$ cat src/rtl/store_buffer_pkg.sv
// Shared types and helpers for the store buffer: entry layout, lane count
// and the byte-lane merge used when building forwarded load data.
package store_buffer_pkg;

  localparam int SB_LANES   = 4;
  localparam int SB_DATA_W  = 8 * SB_LANES;
  localparam int SB_WADDR_W = 30;

  typedef struct packed {
    logic [SB_WADDR_W-1:0] waddr;
    logic [SB_DATA_W-1:0]  data;
    logic [SB_LANES-1:0]   mask;
  } sb_entry_t;

  // Overlay the lanes selected by sel from upd onto base.
  function automatic logic [SB_DATA_W-1:0] sb_merge_bytes(
    input logic [SB_DATA_W-1:0] base,
    input logic [SB_DATA_W-1:0] upd,
    input logic [SB_LANES-1:0]  sel
  );
    logic [SB_DATA_W-1:0] r;
    r = base;
    for (int b = 0; b < SB_LANES; b++) begin
      if (sel[b]) r[8*b +: 8] = upd[8*b +: 8];
    end
    return r;
  endfunction

endpackage

$ cat src/rtl/store_buffer_match.sv
// Load-vs-pending-store lookup: per-entry word address compare and an
// oldest-to-youngest byte merge so the youngest store wins each lane.
module store_buffer_match
  import store_buffer_pkg::*;
#(
  parameter int DEPTH = 4,
  parameter int PTR_W = 2
) (
  input  sb_entry_t              entries [DEPTH],
  input  logic [DEPTH-1:0]       valid,
  input  logic [PTR_W-1:0]       head,
  input  logic [SB_WADDR_W-1:0]  ld_waddr,
  input  logic [SB_LANES-1:0]    ld_mask,
  output logic                   hit,
  output logic [SB_LANES-1:0]    mask,
  output logic [SB_DATA_W-1:0]   data
);

  logic [PTR_W-1:0]    idx;
  logic [SB_LANES-1:0] lanes;

  always_comb begin
    hit   = 1'b0;
    mask  = '0;
    data  = '0;
    idx   = '0;
    lanes = '0;
    // Walk from the head (oldest) so later matches overwrite earlier lanes.
    for (int i = 0; i < DEPTH; i++) begin
      idx   = head + PTR_W'(i);
      lanes = entries[idx].mask & ld_mask;
      if (valid[idx] && (entries[idx].waddr == ld_waddr) && (lanes != '0)) begin
        hit  = 1'b1;
        mask = mask | lanes;
        data = sb_merge_bytes(data, entries[idx].data, lanes);
      end
    end
  end

endmodule

$ cat src/rtl/store_buffer.sv
// Circular FIFO store buffer between the store mask stage and data memory.
// Define STORE_FWD_EN to forward buffered bytes to loads instead of stalling.
module store_buffer
  import store_buffer_pkg::*;
#(
  parameter int WIDTH  = 32,
  parameter int ADDR_W = 32,
  parameter int DEPTH  = 4
) (
  input  logic              clk_i,
  input  logic              rst_i,
  input  logic              st_valid_i,
  input  logic [ADDR_W-1:0] st_addr_i,
  input  logic [WIDTH-1:0]  st_data_i,
  input  logic [3:0]        st_mask_i,
  output logic              st_ready_o,
  input  logic              ld_valid_i,
  input  logic [ADDR_W-1:0] ld_addr_i,
  input  logic [3:0]        ld_mask_i,
  output logic              ld_stall_o,
  output logic [3:0]        ld_fwd_mask_o,
  output logic [WIDTH-1:0]  ld_fwd_data_o,
  output logic              mem_req_valid_o,
  output logic [ADDR_W-3:0] mem_req_addr_o,
  output logic [WIDTH-1:0]  mem_req_data_o,
  output logic [3:0]        mem_req_mask_o,
  input  logic              mem_req_ready_i,
  output logic              empty_o
);

  localparam int PTR_W = $clog2(DEPTH);

  sb_entry_t             mem_q [DEPTH];
  sb_entry_t             new_entry;
  sb_entry_t             head_entry;
  logic [PTR_W-1:0]      head_q, tail_q;
  logic [PTR_W:0]        count_q;
  logic                  enq, deq;
  logic [DEPTH-1:0]      valid;
  logic [PTR_W-1:0]      rel;
  logic                  m_hit;
  logic [SB_LANES-1:0]   m_mask;
  logic [SB_DATA_W-1:0]  m_data;

  // Both ports transfer on a cycle where valid && ready are high at the
  // rising edge; the memory side holds its payload while valid && !ready.
  assign st_ready_o      = (count_q != (PTR_W+1)'(DEPTH));
  assign empty_o         = (count_q == '0);
  assign mem_req_valid_o = !empty_o;
  assign enq             = st_valid_i && st_ready_o && (st_mask_i != 4'b0000);
  assign deq             = mem_req_valid_o && mem_req_ready_i;

  assign new_entry.waddr = SB_WADDR_W'(st_addr_i[ADDR_W-1:2]);
  assign new_entry.data  = st_data_i;
  assign new_entry.mask  = st_mask_i;

  assign head_entry      = mem_q[head_q];
  assign mem_req_addr_o  = (ADDR_W-2)'(head_entry.waddr);
  assign mem_req_data_o  = head_entry.data;
  assign mem_req_mask_o  = head_entry.mask;

  always_ff @(posedge clk_i or posedge rst_i) begin
    if (rst_i) begin
      head_q  <= '0;
      tail_q  <= '0;
      count_q <= '0;
    end else begin
      if (enq) tail_q <= tail_q + 1'b1;
      if (deq) head_q <= head_q + 1'b1;
      case ({enq, deq})
        2'b10:   count_q <= count_q + 1'b1;
        2'b01:   count_q <= count_q - 1'b1;
        default: count_q <= count_q;
      endcase
    end
  end

  // Payload storage needs no reset: occupancy is tracked by count_q alone.
  always_ff @(posedge clk_i) begin
    if (enq) mem_q[tail_q] <= new_entry;
  end

  always_comb begin
    valid = '0;
    rel   = '0;
    for (int i = 0; i < DEPTH; i++) begin
      rel      = PTR_W'(i) - head_q;
      valid[i] = ({1'b0, rel} < count_q);
    end
  end

  store_buffer_match #(
    .DEPTH (DEPTH),
    .PTR_W (PTR_W)
  ) u_match (
    .entries  (mem_q),
    .valid    (valid),
    .head     (head_q),
    .ld_waddr (SB_WADDR_W'(ld_addr_i[ADDR_W-1:2])),
    .ld_mask  (ld_mask_i),
    .hit      (m_hit),
    .mask     (m_mask),
    .data     (m_data)
  );

`ifdef STORE_FWD_EN
  logic unused_bits;
  assign unused_bits   = ^{st_addr_i[1:0], ld_addr_i[1:0]};
  assign ld_fwd_mask_o = ld_valid_i ? m_mask : 4'b0000;
  assign ld_fwd_data_o = ld_valid_i ? m_data : '0;
  assign ld_stall_o    = ld_valid_i && m_hit && ((ld_mask_i & ~m_mask) != 4'b0000);
`else
  logic unused_bits;
  assign unused_bits   = ^{st_addr_i[1:0], ld_addr_i[1:0], m_mask, m_data};
  assign ld_fwd_mask_o = 4'b0000;
  assign ld_fwd_data_o = '0;
  assign ld_stall_o    = ld_valid_i && m_hit;
`endif

endmodule

$ cat config.mk
export PLATFORM = sky130hd
export DESIGN_NAME = store_buffer
export DESIGN_NICKNAME = d
export VERILOG_FILES = /design/src/rtl/store_buffer_pkg.sv /design/src/rtl/store_buffer_match.sv /design/src/rtl/store_buffer.sv
export SDC_FILE = /design/constraint.sdc
export NUM_CORES = 1
export LEC_CHECK = 0
export BUFFER_PORTS_ARGS = -buffer_cell sky130_fd_sc_hd__buf_2
export CAP_MARGIN = 10
export CELL_PAD_IN_SITES_DETAIL_PLACEMENT = 0
export CELL_PAD_IN_SITES_GLOBAL_PLACEMENT = 1
export CORE_MARGIN = 2
export CORE_UTILIZATION = 41
export CTS_CLUSTER_SIZE = 24
export DETAILED_ROUTE_END_ITERATION = 8
export PLACE_DENSITY = 0.68
export SLEW_MARGIN = 20
export SYNTH_ARGS = -nofsm -noshare
export SYNTH_HDL_FRONTEND = slang
export SYNTH_SLANG_ARGS = --single-unit
export TNS_END_PERCENT = 100
$ cat constraint.sdc
create_clock -name clk_i -period 5.45 [get_ports clk_i]
set_clock_uncertainty 0.2 [all_clocks]
set_input_delay 0.8175 -clock clk_i [delete_from_list [all_inputs] [get_ports clk_i]]
set_output_delay 0.8175 -clock clk_i [all_outputs]
set_load 0.01 [all_outputs]
==> impl_metrics.tcl, run 1 <==
set metrics [dict create \
    status "complete, no violations" \
    max_freq_ghz 0.201 \
    core_area_um2 34500 \
    chipHeight_um 191 \
    worstSetupStartpoint "head_q[1]" \
    cts_made_buffers 30 \
    place_congestion 0.783 \
    postCtsSetupBuffers 0 \
    seq_area_frac_synth_pct 56.5 \
    crit_slowest_cell "dfrtp_4" \
    cap_violations 0 \
    dieArea_um2 36500 \
    swShare_pct 34.5 \
    clkTransAtPathRegs_ns 0.06 \
    crit_fanout 50 \
    grt_overflow 0 \
    vias 7788 \
    timing.rr.start "count_q[0]" \
    async_flop_share_pct 2.58 \
    power.density_nw_per_um2 569 \
    setup-tns-final_ns 0 \
    antenna_found_initial 4 \
    hp-class "in -> async" \
    final_max_slew_viol_count 0 \
    synthesis.area_um2 14300 \
    nets 1052 \
    die_w_um 191 \
    power_mw 9.39 \
    period_needed_ns 4.98 \
    synth-edff-count 264 \
    slew_headroom_pct 37.4 \
    clockPowerShare_pct 21.5 \
    reg2reg_setup_slack_ns 2.49 \
    crit_chain "buf_12, buf_4, mux4_2, a22o_1, a221oi_1, nor4_1, nand3_1, a41oi_1, buf_2" \
    htreeDepth 1 \
    crit_type "reg -> out" \
    start_util_pct 41.6 \
    grt_pass1_wl_mm 48.5 \
    synth_area_per_cell_um2 18.5 \
    ys.flop_type "edfxtp_1" \
    p_leak_nw 5.50 \
    routed_wl_mm 32.4 \
    clockBufferDepth 3 \
    synth-seq-cells 271 \
    ir_drop_uv 365 \
    track_usage_pct 17.9 \
    final.setup.worst_slack_ns 0.466 \
    numPortBuffers 174 \
    ant_nets 0 \
    seqPwrFrac_pct 32.7 \
    synth_cells 774 \
    n_fill_cell 2929 \
    p_sw_mw 3.24 \
    start_kind "register" \
    cts-resized-gates 0 \
    cpPeakStageDelay_ns 0.89 \
    post_dp_cell_area_um2 15500 \
    cts_root_buf "clkbuf_16" \
    ys_types 33 \
    synth_top_area_share_pct 55.3 \
    crit_required_ns 4.43 \
    grt_start_max_net_pins 54 \
    finalSetupViolCount 0 \
    endpoint_kind "output pin" \
    drt_iter0_markers 515 \
    power_frac_comb_pct 45.8 \
    grt_pass1_vias 7984 \
    reg2reg_to "mem_q[248]" \
    finalCritPeriodShare_pct 91.5 \
    worst_pin_slew_ns 0.940 \
    rsz0062_at_grt "no" \
    cts_hold_buffers 0 \
    clkLatencyLatePin_ns 0.54 \
    yosys.area.top_type "edfxtp_1" \
    fin_area_um2 16500 \
    cts_sinks 271 \
    io_pins 215 \
    area_delta_synth_final_pct 15.2 \
    rr_worst_depth 4 \
    crit_arrival_ns 3.97 \
    internal_power_mw 6.15 \
    place_ws_ns 0.998 \
    wire_per_inst_um 22.9 \
    drive_above_1_share_pct 42.9 \
    row_count 68 \
    drc 0 \
    cts_tree "yes" \
    dp_hpwl_mm 23.0 \
    cp-endpoint "ld_stall_o" \
    viasPerCell 5.50 \
    yosysWarningCount 0 \
    dr.pass1.iters 4 \
    synth_area_leaders "edfxtp_1 55%, mux4_2 26%, xnor2_1 7.0%" \
    hold_violations 0 \
]
## power groups by stage
stage	combinational [mW]	sequential (mW)	clock [mW]
3_5_place_dp	4.38	3.12	0
2_1_floorplan	3.38	2.92	0
6_report	4.30	3.07	2.02
5_1_grt	4.68	3.13	2.15
4_1_cts	4.40	3.08	2.07
3_3_place_gp	4.39	3.11	0
## kinds of logic after synthesis
kind of cell	share of synthesized area (%)
buffers and inverters	4.58
adders and majority gates	0.925
muxes	26.5
and+or+nand+nor	2.39
xor gates and xnor gates	7.76
AOI/OAI and AO/OA	1.30
other	0.0261
DFF	56.5
## worst max-delay path, delay by kind of cell, from the launching register on
family	cells	cell delay [ns]
DFF	1	0.89
muxes	1	0.38
buffers and inverters	3	1.01
AOI/OAI and AO/OA	3	0.90
and+or+nand+nor	2	0.20
## layer usage
| metal | wire [um] | track usage (%) | share of wire (%) | up-vias |
|---|---|---|---|---|
| met5 | 27 | 0 | 0.083 | - |
| met4 | 488 | 3.82 | 1.5 | 4 |
| met3 | 2610 | 4.70 | 8.1 | 40 |
| met2 | 16100 | 30.4 | 50 | 260 |
| met1 | 13200 | 23.4 | 41 | 4035 |
| li1 | - | - | - | 3449 |
## final cells by class
cell class	instances	area, um2	area share (%)
clock buffers	36	795	4.81
well taps	455	569	3.45
flip-flops and latches	271	8110	49.1
diodes	4	10.0	0.0606
inverters	11	41.3	0.250
repair buffers	191	1060	6.42
clock inverters	20	211	1.28
multi-input cells	428	5720	34.6
## worst min path at each step
stage / startpoint / to / cells after the start
after floorplan: count_q[0] / count_q[0] / 1
after global placement: count_q[0] / count_q[0] / 1
after detailed placement: count_q[0] / count_q[0] / 1
after CTS: rst_i / tail_q[0] / 2
after global routing: rst_i / tail_q[0] / 2
final: rst_i / tail_q[0] / 2
## registers in the layout, summed over array words and instances, names as in the netlist
register  count
mem_q       264
count_q       3
head_q        2
tail_q        2
## synthesized netlist by cell type, types with 7 or more instances
| cell type | number |
|---|---|
| inv_1 | 11 |
| buf_2 | 18 |
| dfrtp_1 | 7 |
| edfxtp_1 | 264 |
| nand4_1 | 30 |
| xnor2_1 | 115 |
| xor2_1 | 12 |
| ha_1 | 9 |
| nor2_1 | 10 |
| nor4_1 | 8 |
| clkbuf_1 | 21 |
| buf_4 | 49 |
| mux4_2 | 168 |
## per-stage QoR
stage,hold WS [ns],util [%],std cells
final,0.0238,47.9,1416
after global routing,0.0282,47.9,1413
after CTS,0.0193,47.9,1412
after detailed placement,0.387,45.0,1356
after global placement,0.374,45.0,1356
after floorplan,0.319,-,809
## cell usage in the layout, fill, tap and decap left out, drive strengths merged, types with 2 or more instances in the layout
| master | instances |
|---|---|
| bufinv | 4 |
| xor2 | 12 |
| diode | 4 |
| and2 | 5 |
| edfxtp | 264 |
| a22o | 4 |
| a211oi | 5 |
| mux4 | 168 |
| nor4 | 8 |
| xnor2 | 115 |
| a221oi | 4 |
| ha | 9 |
| nor2 | 10 |
| buf | 191 |
| a21oi | 4 |
| a2111oi | 3 |
| conb | 36 |
| clkinvlp | 4 |
| clkbuf | 36 |
| nor3 | 2 |
| mux2i | 2 |
| dfrtp | 7 |
| clkinv | 10 |
| inv | 13 |
| nand2 | 4 |
| nand4 | 30 |
Power figures use the tool's default switching activity.
==> run 2: changes to the inputs <==
Settings changed: RECOVER_POWER from default to 50, TNS_END_PERCENT 100 to default.
==> run 2 against run 1 <==
Net effect:
- the run now ends with capacitance limit, slew limit left
- routed wire length about the same
- global-route usage unchanged
- cell count unchanged
- clock power about the same
- sequential power about the same
- final area decreased by 0.55%
- die area unchanged
- power decreased by 0.13%
- setup slack got worse by 0.045 ns
- critical path type unchanged
==> impl_metrics.tcl, run 2 (synthesis results as in run 1) <==
set metrics [dict create \
    finalCritPeriodShare_pct 92.3 \
    cts_root_buf "clkbuf_16" \
    regMostFlops "mem_q" \
    worstSetupStartpoint "head_q[1]" \
    clkLatencyLatePin_ns 0.54 \
    swShare_pct 34.5 \
    reg2reg_setup_slack_ns 1.88 \
    dieArea_um2 36500 \
    clockPowerShare_pct 21.5 \
    crit_type "reg -> out" \
    worst_pin_slew_ns 2.19 \
    p_sw_mw 3.24 \
    globalRouteMet2Util_pct 30.4 \
    status "finished with violations" \
    mostFrequentLayoutCell "edfxtp_1" \
    finalSetupViolCount 0 \
    cts_hold_buffers 0 \
    power.density_nw_per_um2 571 \
    ant_nets 0 \
    hold_violations 0 \
    drive_above_1_share_pct 35.6 \
    crit_required_ns 4.43 \
    track_usage_pct 17.9 \
    endpoint_kind "output pin" \
    largestRegisters "mem_q: 264 flops, count_q: 3 flops" \
    largest_reg_flops 264 \
    ir_drop_uv 365 \
    clkTransAtPathRegs_ns 0.06 \
    hp-class "in -> async" \
    dr.pass1.iters 5 \
    chipHeight_um 191 \
    io_pins 215 \
    slew_headroom_pct -45.7 \
    postCtsSetupBuffers 0 \
    start_util_pct 41.6 \
    clockBufferDepth 3 \
    htreeDepth 1 \
    row_count 68 \
    start_kind "register" \
    cts_made_buffers 30 \
    crit_fanout 50 \
    grt_start_max_net_pins 54 \
    use_met1_pct 23.4 \
    grt_overflow 0 \
    internal_power_mw 6.14 \
    final_max_slew_viol_count 34 \
    nets 1052 \
    core_area_um2 34500 \
    rsz0062_at_grt "no" \
    period_needed_ns 5.03 \
    reg2reg_to "mem_q[69]" \
    grt_pass1_vias 7984 \
    final_cell_mix "264 x edfxtp_1, 168 x mux4_2, 115 x xnor2_1" \
    crit_arrival_ns 4.01 \
    die_w_um 191 \
    cts-resized-gates 0 \
    cts_sinks 271 \
    n_fill_cell 2959 \
    drc 0 \
    vias 7806 \
    cts_tree "yes" \
    use_met3_pct 4.70 \
    p_leak_nw 5.30 \
    timing.rr.start "count_q[0]" \
    violations "capacitance limit, slew limit" \
    routed_wl_mm 32.4 \
    drt_iter0_markers 549 \
    setup-tns-final_ns 0 \
    fin_util_pct 47.7 \
    viasPerCell 5.51 \
    power_frac_comb_pct 45.7 \
    dp_hpwl_mm 23.0 \
    antenna_found_initial 3 \
    place_congestion 0.783 \
    top_usage_layer "met2" \
    seqPwrFrac_pct 32.8 \
    rr_worst_depth 4 \
    grt_pass1_wl_mm 48.5 \
    cap_violations 1 \
    wire_per_inst_um 22.9 \
    area_delta_synth_final_pct 14.6 \
    numPortBuffers 174 \
    cp-endpoint "ld_stall_o" \
    max_freq_ghz 0.199 \
]
[run 2: changes by cell type in the layout (fill, tap and decap cells not counted)]
cell and change:
and2_0 +1, buf_4 -1, and2_4 -1, buf_2 -68, clkbuf_1 +69
[run 2: worst max-delay path: stages (launching register included)]
cell      delay, ns
dfrtp_4        0.89
buf_12         0.37
buf_4          0.43
mux4_2         0.39
a22o_1         0.19
a221oi_1       0.46
nor4_1         0.14
nand4_1        0.10
a41oi_1        0.23
buf_2          0.22
[run 2: final cells by class]
| class | instances | area [um2] | area share [%] |
|---|---|---|---|
| Tap cell | 455 | 569 | 3.47 |
| Clock inverter | 20 | 211 | 1.29 |
| Inverter | 11 | 41.3 | 0.251 |
| Timing Repair Buffer | 191 | 972 | 5.92 |
| Sequential cell | 271 | 8110 | 49.4 |
| Antenna cell | 4 | 10.0 | 0.0609 |
| Multi-Input combinational cell | 428 | 5720 | 34.8 |
| Clock buffer | 36 | 795 | 4.84 |
[run 2: stage by stage]
| step | setup WS, ns | total power [mW] | std cells | hold slack, ns | cell area, um2 |
|---|---|---|---|---|---|
| floorplan | 1.66 | 6.30 | 809 | 0.319 | 14500 |
| global placement | 1.04 | 7.49 | 1356 | 0.374 | 15500 |
| detailed placement | 0.998 | 7.51 | 1356 | 0.387 | 15500 |
| CTS | 0.407 | 9.55 | 1412 | 0.0193 | 16500 |
| global route | 0.195 | 9.95 | 1412 | 0.0220 | 16400 |
| finish | 0.421 | 9.38 | 1416 | 0.0142 | 16400 |
[run 2: how the worst min path moves through the flow]
stage	slack [ns]	from	cells past startpoint	to
6_report	0.01	rst_i	2	tail_q[0]
5_1_grt	0.02	rst_i	2	tail_q[0]
4_1_cts	0.02	rst_i	2	tail_q[0]
3_5_place_dp	0.39	count_q[0]	1	count_q[0]
3_3_place_gp	0.37	count_q[0]	1	count_q[0]
2_1_floorplan	0.32	count_q[0]	1	count_q[0]
[run 2: power groups by stage]
stage	Clock (mW)	Combinational, mW	Sequential [mW]
after floorplan	0	3.38	2.92
after global routing	2.15	4.66	3.14
after CTS	2.07	4.40	3.08
final	2.02	4.28	3.07
after detailed placement	0	4.38	3.12
after global placement	0	4.39	3.11
[run 2: metal layers]
layer	part of all wire (%)	routed length, um
met5	0.083	27
met4	1.5	488
met3	8.8	2850
met2	50	16200
met1	40	12900
==> run 3: changes to the inputs <==
Settings changed: MAX_ROUTING_LAYER from default to met4.
==> run 3 against run 2 <==
Net effect:
- the flow still finishes with violations (capacitance limit, slew limit)
- setup slack worse by 0.0087 ns
- critical path depth stayed put
- sequential power hardly changed
- via count is 0.96% lower
- power hardly changed
- die area stayed put
- routed wire length is 0.14% lower
- combinational power hardly changed
- first-iteration DRC count is 0.36% higher
==> impl_metrics.tcl, run 3 (synthesis results as in run 1) <==
set metrics [dict create \
    status "finished with violations" \
    violations "capacitance limit, slew limit" \
    postCtsSetupBuffers 0 \
    viasPerCell 5.46 \
    largestRegisters "mem_q: 264 flops, count_q: 3 flops" \
    clkLatencyLatePin_ns 0.54 \
    finalSetupViolCount 0 \
    io_pins 215 \
    grt_start_max_net_pins 54 \
    crit_fanout 50 \
    drive_above_1_share_pct 35.6 \
    dieArea_um2 36500 \
    worst_pin_slew_ns 2.19 \
    antenna_found_initial 3 \
    wire_per_inst_um 22.9 \
    cts_root_buf "clkbuf_16" \
    crit_slowest_cell "dfrtp_4" \
    power_frac_comb_pct 45.7 \
    hold_violations 0 \
    crit_arrival_ns 4.02 \
    clockBufferDepth 3 \
    area_delta_synth_final_pct 14.6 \
    ant_nets 0 \
    chipHeight_um 191 \
    place_congestion 0.794 \
    whs_ns 0.0113 \
    die_w_um 191 \
    hp-class "in -> async" \
    crit_required_ns 4.43 \
    final_max_slew_viol_count 34 \
    seqPwrFrac_pct 32.8 \
    routed_wl_mm 32.4 \
    p_leak_nw 5.30 \
    vias 7731 \
    cp_top_family "buffers and inverters" \
    grt_pass1_wl_mm 48.5 \
    start_util_pct 41.6 \
    core_area_um2 34500 \
    crit_type "reg -> out" \
    mostFrequentLayoutCell "edfxtp_1" \
    largest_reg_flops 264 \
    swShare_pct 34.5 \
    cpPeakStageDelay_ns 0.89 \
    crit_chain "buf_12, buf_4, mux4_2, a22o_1, a221oi_1, nor4_1, nand3_1, a41oi_1, buf_2" \
    crit_buf_inv 3 \
    drt_iter0_markers 551 \
    clockPowerShare_pct 21.5 \
    cts-resized-gates 0 \
    final_cell_mix "264 x edfxtp_1, 168 x mux4_2, 115 x xnor2_1" \
    numPortBuffers 174 \
    cap_violations 1 \
    rsz0062_at_grt "no" \
    grt_overflow 0 \
    drc 0 \
    clkTransAtPathRegs_ns 0.06 \
    slew_headroom_pct -45.9 \
    nets 1052 \
    period_needed_ns 5.04 \
    cts_hold_buffers 0 \
    cts_made_buffers 30 \
    grt_pass1_vias 8001 \
    track_usage_pct 18.5 \
    power.density_nw_per_um2 571 \
    setup-tns-final_ns 0 \
    regMostFlops "mem_q" \
    htreeDepth 1 \
    internal_power_mw 6.14 \
    start_kind "register" \
    cts_tree "yes" \
    dp_hpwl_mm 23.0 \
    endpoint_kind "output pin" \
    ir_drop_uv 366 \
    dr.pass1.iters 6 \
    cts_sinks 271 \
    max_freq_ghz 0.199 \
    row_count 68 \
    finalCritPeriodShare_pct 92.4 \
    p_sw_mw 3.24 \
]
[run 3: power groups by stage]
stage | clock network (mW) | registers [mW] | logic, mW
2_1_floorplan | 0 | 2.92 | 3.38
5_1_grt | 2.15 | 3.14 | 4.66
3_3_place_gp | 0 | 3.11 | 4.39
3_5_place_dp | 0 | 3.12 | 4.38
4_1_cts | 2.07 | 3.08 | 4.40
6_report | 2.02 | 3.08 | 4.28
[run 3: through the flow]
stage                     cell area (um2)  instances  util, %  setup WS (ns)  power [mW]
after global routing                16400       1415     47.7          0.195        9.95
after floorplan                     14500        809        -           1.66        6.30
after global placement              15500       1356     45.0           1.04        7.49
after CTS                           16500       1412     47.9          0.407        9.55
after detailed placement            15500       1356     45.0          0.998        7.51
final                               16400       1417     47.7          0.412        9.38
[run 3: worst register-to-register path: stages, from the launching register on]
cell,delay [ns]
dfrtp_1,0.45
nor2_1,0.10
a21oi_1,0.53
and2_0,0.25
clkbuf_1,1.58
[run 3: path summary, 6_finish.rpt]
kind                               to  slack (ns)  cells past startpoint     startpoint
min reg2reg                count_q[0]        0.39                      1     count_q[0]
max reg2reg                 mem_q[93]        1.91                      4     count_q[0]
min in group clk_i         mem_q[156]        0.33                      1  st_data_i[20]
min                         tail_q[0]        0.01                      2          rst_i
max in group asynchronous   head_q[1]        4.77                      2          rst_i
max                        ld_stall_o        0.41                      9      head_q[1]
[run 3: layout make-up]
class / count / area, um2
inverter: 11 / 41.3
multi-input combinational: 428 / 5720
clock buffer: 36 / 795
sequential: 271 / 8110
fill: 2960 / 18000
tap: 455 / 569
timing repair buffer: 191 / 972
clock inverter: 20 / 211
antenna: 5 / 12.5
[run 3: routing by layer]
| metal | wire length [um] | up-vias | part of all wire, % | global-route usage, % |
|---|---|---|---|---|
| met4 | 484 | 0 | 1.5 | 3.82 |
| li1 | - | 3453 | - | - |
| met3 | 2740 | 36 | 8.4 | 4.92 |
| met1 | 13000 | 3993 | 40 | 23.2 |
| met5 | 0 | - | 0 | - |
| met2 | 16100 | 249 | 50 | 30.3 |
